$ cat config.mk
export PLATFORM = sky130hd
export DESIGN_NAME = shading_sequencer
export DESIGN_NICKNAME = d
export VERILOG_FILES = /design/src/rtl/shading_sequencer.sv
export SDC_FILE = /design/constraint.sdc
export NUM_CORES = 2
export LEC_CHECK = 0
export ABC_AREA = 1
export BUFFER_PORTS_ARGS = -buffer_cell sky130_fd_sc_hd__buf_2
export CAP_MARGIN = 10
export CORE_ASPECT_RATIO = 2
export CORE_MARGIN = 5
export CORE_UTILIZATION = 65
export CTS_CLUSTER_SIZE = 40
export DETAILED_ROUTE_END_ITERATION = 6
export GPL_ROUTABILITY_DRIVEN = 1
export MAX_ROUTING_LAYER = met4
export PLACE_DENSITY = 0.83
export SLEW_MARGIN = 20
export SYNTH_ARGS = -nofsm -noshare
export SYNTH_HDL_FRONTEND = slang
export SYNTH_SLANG_ARGS = --single-unit
$ cat constraint.sdc
create_clock -name clk -period 22.8 [get_ports clk]
set_input_delay 2.28 -clock clk [delete_from_list [all_inputs] [get_ports clk]]
set_output_delay 2.28 -clock clk [all_outputs]
set_load 0.005 [all_outputs]
$ cat src/rtl/shading_sequencer.sv
// Shading engine: dot product, ambient and diffuse terms on one shared
// 32x32 signed multiplier, producing a packed 24-bit RGB pixel.
module shading_sequencer #(
  parameter int DATA_WIDTH = 32,
  parameter int OUT_WIDTH  = 24,
  parameter logic [14:0] AMB_R  = 15'd6553,
  parameter logic [14:0] AMB_G  = 15'd9830,
  parameter logic [14:0] AMB_B  = 15'd13107,
  parameter logic [14:0] DIFF_R = 15'd26214,
  parameter logic [14:0] DIFF_G = 15'd22937,
  parameter logic [14:0] DIFF_B = 15'd16384,
  parameter logic [OUT_WIDTH-1:0] BG_COLOR = 24'h000000
) (
  input  logic                  clk,
  input  logic                  rst,
  input  logic                  in_valid,
  output logic                  in_ready,
  input  logic                  in_hit,
  input  logic [DATA_WIDTH-1:0] nx,
  input  logic [DATA_WIDTH-1:0] ny,
  input  logic [DATA_WIDTH-1:0] nz,
  input  logic [DATA_WIDTH-1:0] lx,
  input  logic [DATA_WIDTH-1:0] ly,
  input  logic [DATA_WIDTH-1:0] lz,
  output logic                  out_valid,
  input  logic                  out_ready,
  output logic [OUT_WIDTH-1:0]  shade_out,
  output logic                  busy
);

  typedef enum logic [3:0] {
    IDLE, DX, DY, DZ, CLIP,
    AR, DR, AG, DG, AB, DB, OUT
  } state_t;

  state_t state, next;

  logic signed [31:0] nx_q, ny_q, nz_q;
  logic signed [31:0] lx_q, ly_q, lz_q;
  logic signed [63:0] acc;
  logic signed [63:0] chan;
  logic signed [31:0] diffuse;
  logic signed [31:0] ambient;
  logic [7:0] r, g, b;

  logic signed [31:0] ma, mb;
  logic signed [63:0] prod;
  logic signed [63:0] sum;
  logic signed [63:0] sh;
  logic signed [31:0] amb_comp;
  logic [7:0] clamp8;

  // The only multiplier in the block
  assign prod = ma * mb;

  assign sum = chan + prod;
  assign sh  = sum >>> 15;
  assign amb_comp = (ny_q > 0) ? ny_q : 32'sd0;

  always_comb begin
    clamp8 = sh[23:16];
    if (sh < 0)
      clamp8 = 8'd0;
    else if (sh >= 64'sh0000_0000_0100_0000)
      clamp8 = 8'd255;
  end

  always_comb begin
    ma = '0;
    mb = '0;
    unique case (state)
      DX: begin ma = nx_q; mb = lx_q; end
      DY: begin ma = ny_q; mb = ly_q; end
      DZ: begin ma = nz_q; mb = lz_q; end
      AR: begin ma = ambient; mb = {17'd0, AMB_R}; end
      DR: begin ma = diffuse; mb = {17'd0, DIFF_R}; end
      AG: begin ma = ambient; mb = {17'd0, AMB_G}; end
      DG: begin ma = diffuse; mb = {17'd0, DIFF_G}; end
      AB: begin ma = ambient; mb = {17'd0, AMB_B}; end
      DB: begin ma = diffuse; mb = {17'd0, DIFF_B}; end
      default: ;
    endcase
  end

  always_ff @(posedge clk) begin
    if (rst)
      state <= IDLE;
    else
      state <= next;
  end

  always_comb begin
    next      = state;
    in_ready  = 1'b0;
    out_valid = 1'b0;
    busy      = 1'b1;
    unique case (state)
      IDLE: begin
        in_ready = 1'b1;
        busy     = 1'b0;
        if (in_valid)
          next = in_hit ? DX : OUT;
      end
      DX:   next = DY;
      DY:   next = DZ;
      DZ:   next = CLIP;
      CLIP: next = AR;
      AR:   next = DR;
      DR:   next = AG;
      AG:   next = DG;
      DG:   next = AB;
      AB:   next = DB;
      DB:   next = OUT;
      OUT: begin
        out_valid = 1'b1;
        if (out_ready)
          next = IDLE;
      end
      default: next = IDLE;
    endcase
  end

  always_ff @(posedge clk) begin
    if (rst) begin
      nx_q    <= '0;
      ny_q    <= '0;
      nz_q    <= '0;
      lx_q    <= '0;
      ly_q    <= '0;
      lz_q    <= '0;
      acc     <= '0;
      chan    <= '0;
      diffuse <= '0;
      ambient <= '0;
      r       <= '0;
      g       <= '0;
      b       <= '0;
    end else begin
      unique case (state)
        IDLE: begin
          if (in_valid) begin
            nx_q <= nx;
            ny_q <= ny;
            nz_q <= nz;
            lx_q <= lx;
            ly_q <= ly;
            lz_q <= lz;
            if (!in_hit)
              {r, g, b} <= BG_COLOR;
          end
        end
        DX: acc <= prod;
        DY: acc <= acc + prod;
        DZ: acc <= acc + prod;
        CLIP: begin
          diffuse <= acc[63] ? 32'sd0 : 32'(acc >>> 24);
          ambient <= 32'sh0080_0000 + (amb_comp >>> 1);
        end
        AR: chan <= prod;
        AG: chan <= prod;
        AB: chan <= prod;
        DR: r <= clamp8;
        DG: g <= clamp8;
        DB: b <= clamp8;
        default: ;
      endcase
    end
  end

  assign shade_out = {r, g, b};

endmodule

==> impl_metrics.toml, run 1 <==
[synthesis]
synth_cells = 7951
ys_warn_count = 0
synth_common_cells = "1664 x inv_1, 1182 x nor2_1, 1097 x nand2_1"
synth_largest_area_cell = "fa_1"
yosys-top-cells-area = "fa_1 36%, dfxtp_1 14%, inv_1 10%"
ys_seq_area_share_pct = 13.65
ys_types = 53
syn_nets = 9544
avgSynthCellArea_um2 = 7.601
synth_flop_cell = "dfxtp_1"
async_flop_share_pct = 0
synthMostInstantiatedCell = "inv_1"
synth_top_area_share_pct = 35.87
syn_area_um2 = 60440
synth_edf_count = 0
ys_seq_elements = 412

[die]
initial_core_util_pct = 65.33
io_pins = 224
die_h_um = 441.2
rows = 158
die_w_um = 225.6

[status]
outcome = "did not finish"
lastStage = "global routing"
first-error = "[ERROR GRT-0232] Routing congestion too high. Check the congestion heatmap in the GUI."

[clock_network]
post_cts.repair.setup_buffers = 0
cts_root_buf = "clkbuf_16"
h-tree-depth = 2
cts_made_buffers = 41
ctsResizeCount = 0
cts_buffer_depth = 3
cts_hold_buf = 0
numClockSinks = 412

[place]
finalWeightedCongestion = 1.191
dpl.hpwl_mm = 211.1
dpl.cell_count = 9183
port_buffers = 223

[global_route]
grt_usage_pct = 60.17
grt_max_degree = 138
antenna_found_initial = 43
grt-ovfl-total = 3
[cell families after synthesis]
| logic type | synth area share (%) |
|---|---|
| xor gates and xnor gates | 1.435 |
| adders and majority gates | 42.35 |
| AOI/OAI and AO/OA | 12.52 |
| DFF | 13.65 |
| buffers and inverters | 12.57 |
| and+or+nand+nor | 17.48 |
[through the flow]
stage / utilization (%) / setup WS, ns / hold slack, ns / cell area [µm²]
4_1_cts: 69.77 / 8.418 / 0.4518 / 64550
3_5_place_dp: 68.16 / 8.522 / 0.4423 / 63060
3_3_place_gp: 68.16 / 8.579 / 0.4360 / 63060
2_1_floorplan: - / 12.28 / 0.4185 / 60440
[routing by layer]
metal	GRT usage (%)	overflow
met1	52.12	0
met2	88.02	1
met3	30.86	0
met4	65.03	2
met5	-	-
==> inputs of run 2 (changes only) <==
- CORE_ASPECT_RATIO: 2 -> default
- CORE_UTILIZATION: 65 -> 40
- CTS_CLUSTER_SIZE: 40 -> default
- MAX_ROUTING_LAYER: met4 -> default
- PLACE_DENSITY: 0.83 -> default
- PLACE_DENSITY_LB_ADDON: default -> 0.15
==> impl_metrics.toml, run 2 <==
[synthesis]
async_flop_share_pct = 0
synth_edf_count = 0
synthMostInstantiatedCell = "inv_1"
syn_area_um2 = 60440
synth_top_area_share_pct = 35.87
syn_nets = 9544
yosys-top-cells-area = "fa_1 36%, dfxtp_1 14%, inv_1 10%"
ys_warn_count = 0
avgSynthCellArea_um2 = 7.601
ys_seq_area_share_pct = 13.65
synth_cells = 7951
synth_flop_cell = "dfxtp_1"
synth_largest_area_cell = "fa_1"
ys_seq_elements = 412
synth_common_cells = "1664 x inv_1, 1182 x nor2_1, 1097 x nand2_1"
ys_types = 53

[sta]
slew_headroom_pct = 18.67
slew_violations = 0
fin_crit_ns = 14.09
fin_crit_sh_pct = 61.81
fin_setup_tns_ns = 0
fin_skew_ns = 0.06501
max_slew.worst_pin.slew_ns = 1.212
hold_viol = 0
setup_slack_ns = 8.708
setup_viol = 0
rsz0062_at_grt = "false"
worst_hold_slack_ns = 0.4341
max_freq_ghz = 0.07096

[critical_path]
cp-end-kind = "register"
crit_arrival_ns = 14.60
start_kind = "register"
r2r_start = "state[0]"
crit_fanout = 19
cp_slowest_cell = "xor2_1"
crit_path_frequent_cell = "nand2_1"
critPathRequiredTime_ns = 23.31
cp_slowest_stage_delay_ns = 0.79
crit_type = "reg2reg"
startpoint = "state[0]"

[hold_path]
hp-class = "reg2reg"
hp-start = "ny_q[10]"

[die]
rows = 142
io_pins = 224
dieArea_um2 = 159000
core_um2 = 150000
die_h_um = 398.7
initial_core_util_pct = 40.30
die_w_um = 398.7

[clock_network]
cts_root_buf = "clkbuf_16"
ctsResizeCount = 0
post_cts.repair.setup_buffers = 0
cts_made_buffers = 50
h-tree-depth = 2
clk_latency_ns = 0.68
numClockSinks = 412
clk_pin_slew_ns = 0.08
cts_buffer_depth = 3
cts_tree = "done"
cts_hold_buf = 0

[global_route]
grt_pass1_wl_mm = 358.5
grt_max_degree = 129
grt_usage_pct = 30.06
grt-ovfl-total = 0
grt_pass1_vias = 55906
antenna_found_initial = 16

[layout]
reg_top3 = "acc: 64 flops, chan: 64 flops"
final_cell_mix = "1661 x inv_1, 1178 x nor2_1, 1096 x nand2_1"
stdcell_count = 10091
final_nets = 9626
layout-drive-gt1-share_pct = 6.655
area_growth_pct = 8.641
final_common_cell = "inv_1"

[power]
p_leak_nw = 30.78
total_power_mw = 8.602
powerDensity_nw_per_um2 = 131.0
ir_worst_vdd_mv = 0.1669

[place]
port_buffers = 223
dpl.hpwl_mm = 192.2
pre_cts_slack_ns = 8.881
finalWeightedCongestion = 0.9978
dpl.cell_count = 9997

[drt]
via_per_inst = 5.373
first_pass_iters = 5
wirelength_mm = 237.6
drtIter0Drc = 4377
final_antenna_net_count = 0
wl_per_cell_um = 23.55
dr_total_vias = 54219
post-route-drc-count = 0

[run]
max-cap-violations = 0

[status]
outcome = "complete, no violations"
run 2: cell families (layout without fill, tap and decap cells):
logic type	after synthesis	in the layout	share of synthesized area, %
flip-flops	412	412	13.65
other	0	6	0
adder cells (fa/ha/maj)	1396	1396	42.35
XOR/XNOR	96	96	1.435
buffers and inverters	2018	2136	12.57
AND/OR/NAND/NOR	2632	2632	17.48
AO/OA/AOI/OAI	1397	1397	12.52
run 2: worst paths after layout:
kind / endpoint / slack, ns / cells after the start
worst max-delay path: r[6] / 8.71 / 45
worst min-delay path: ambient[9] / 0.43 / 2
worst max register to register: r[6] / 8.71 / 45
worst min register to register: ambient[9] / 0.43 / 2
run 2: layout make-up:
class | instances | area [µm²]
clock inverter | 21 | 209.0
fill | 15583 | 84290
inverter | 1698 | 6386
sequential | 412 | 8248
multi-input combinational | 5521 | 44810
antenna | 6 | 15.01
clock buffer | 67 | 1385
timing repair buffer | 350 | 2085
tap | 2016 | 2522
run 2: power breakdown:
group	internal (mW)	switching, mW
clock	0.442	0.371
sequential	0.921	0.112
combinational	1.99	4.76
total	3.36	5.24
run 2: stage by stage:
step	util (%)	cell area (µm²)
after floorplan	-	60440
after global placement	42.71	64040
after detailed placement	42.71	64050
after CTS	43.77	65640
after global routing	43.78	65660
final	43.79	65660
run 2: critical path: cells and delay by family, from the launching register on:
family | cells | cell delay, ns
adder cells (fa/ha/maj) | 10 | 5.03
XOR/XNOR | 1 | 0.79
buffers and inverters | 5 | 1.65
AO/OA/AOI/OAI | 8 | 2.47
flip-flops | 1 | 0.51
AND/OR/NAND/NOR | 21 | 3.40
run 2: routing by layer:
layer / vias to the layer above / global-route usage (%) / routed length [µm]
li1: 24492 / - / -
met1: 27241 / 40.36 / 99440
met2: 2049 / 48.12 / 107400
met3: 421 / 6.017 / 19360
met4: 16 / 11.38 / 11320
met5: - / 0 / 127
Power figures use the tool's default switching activity.
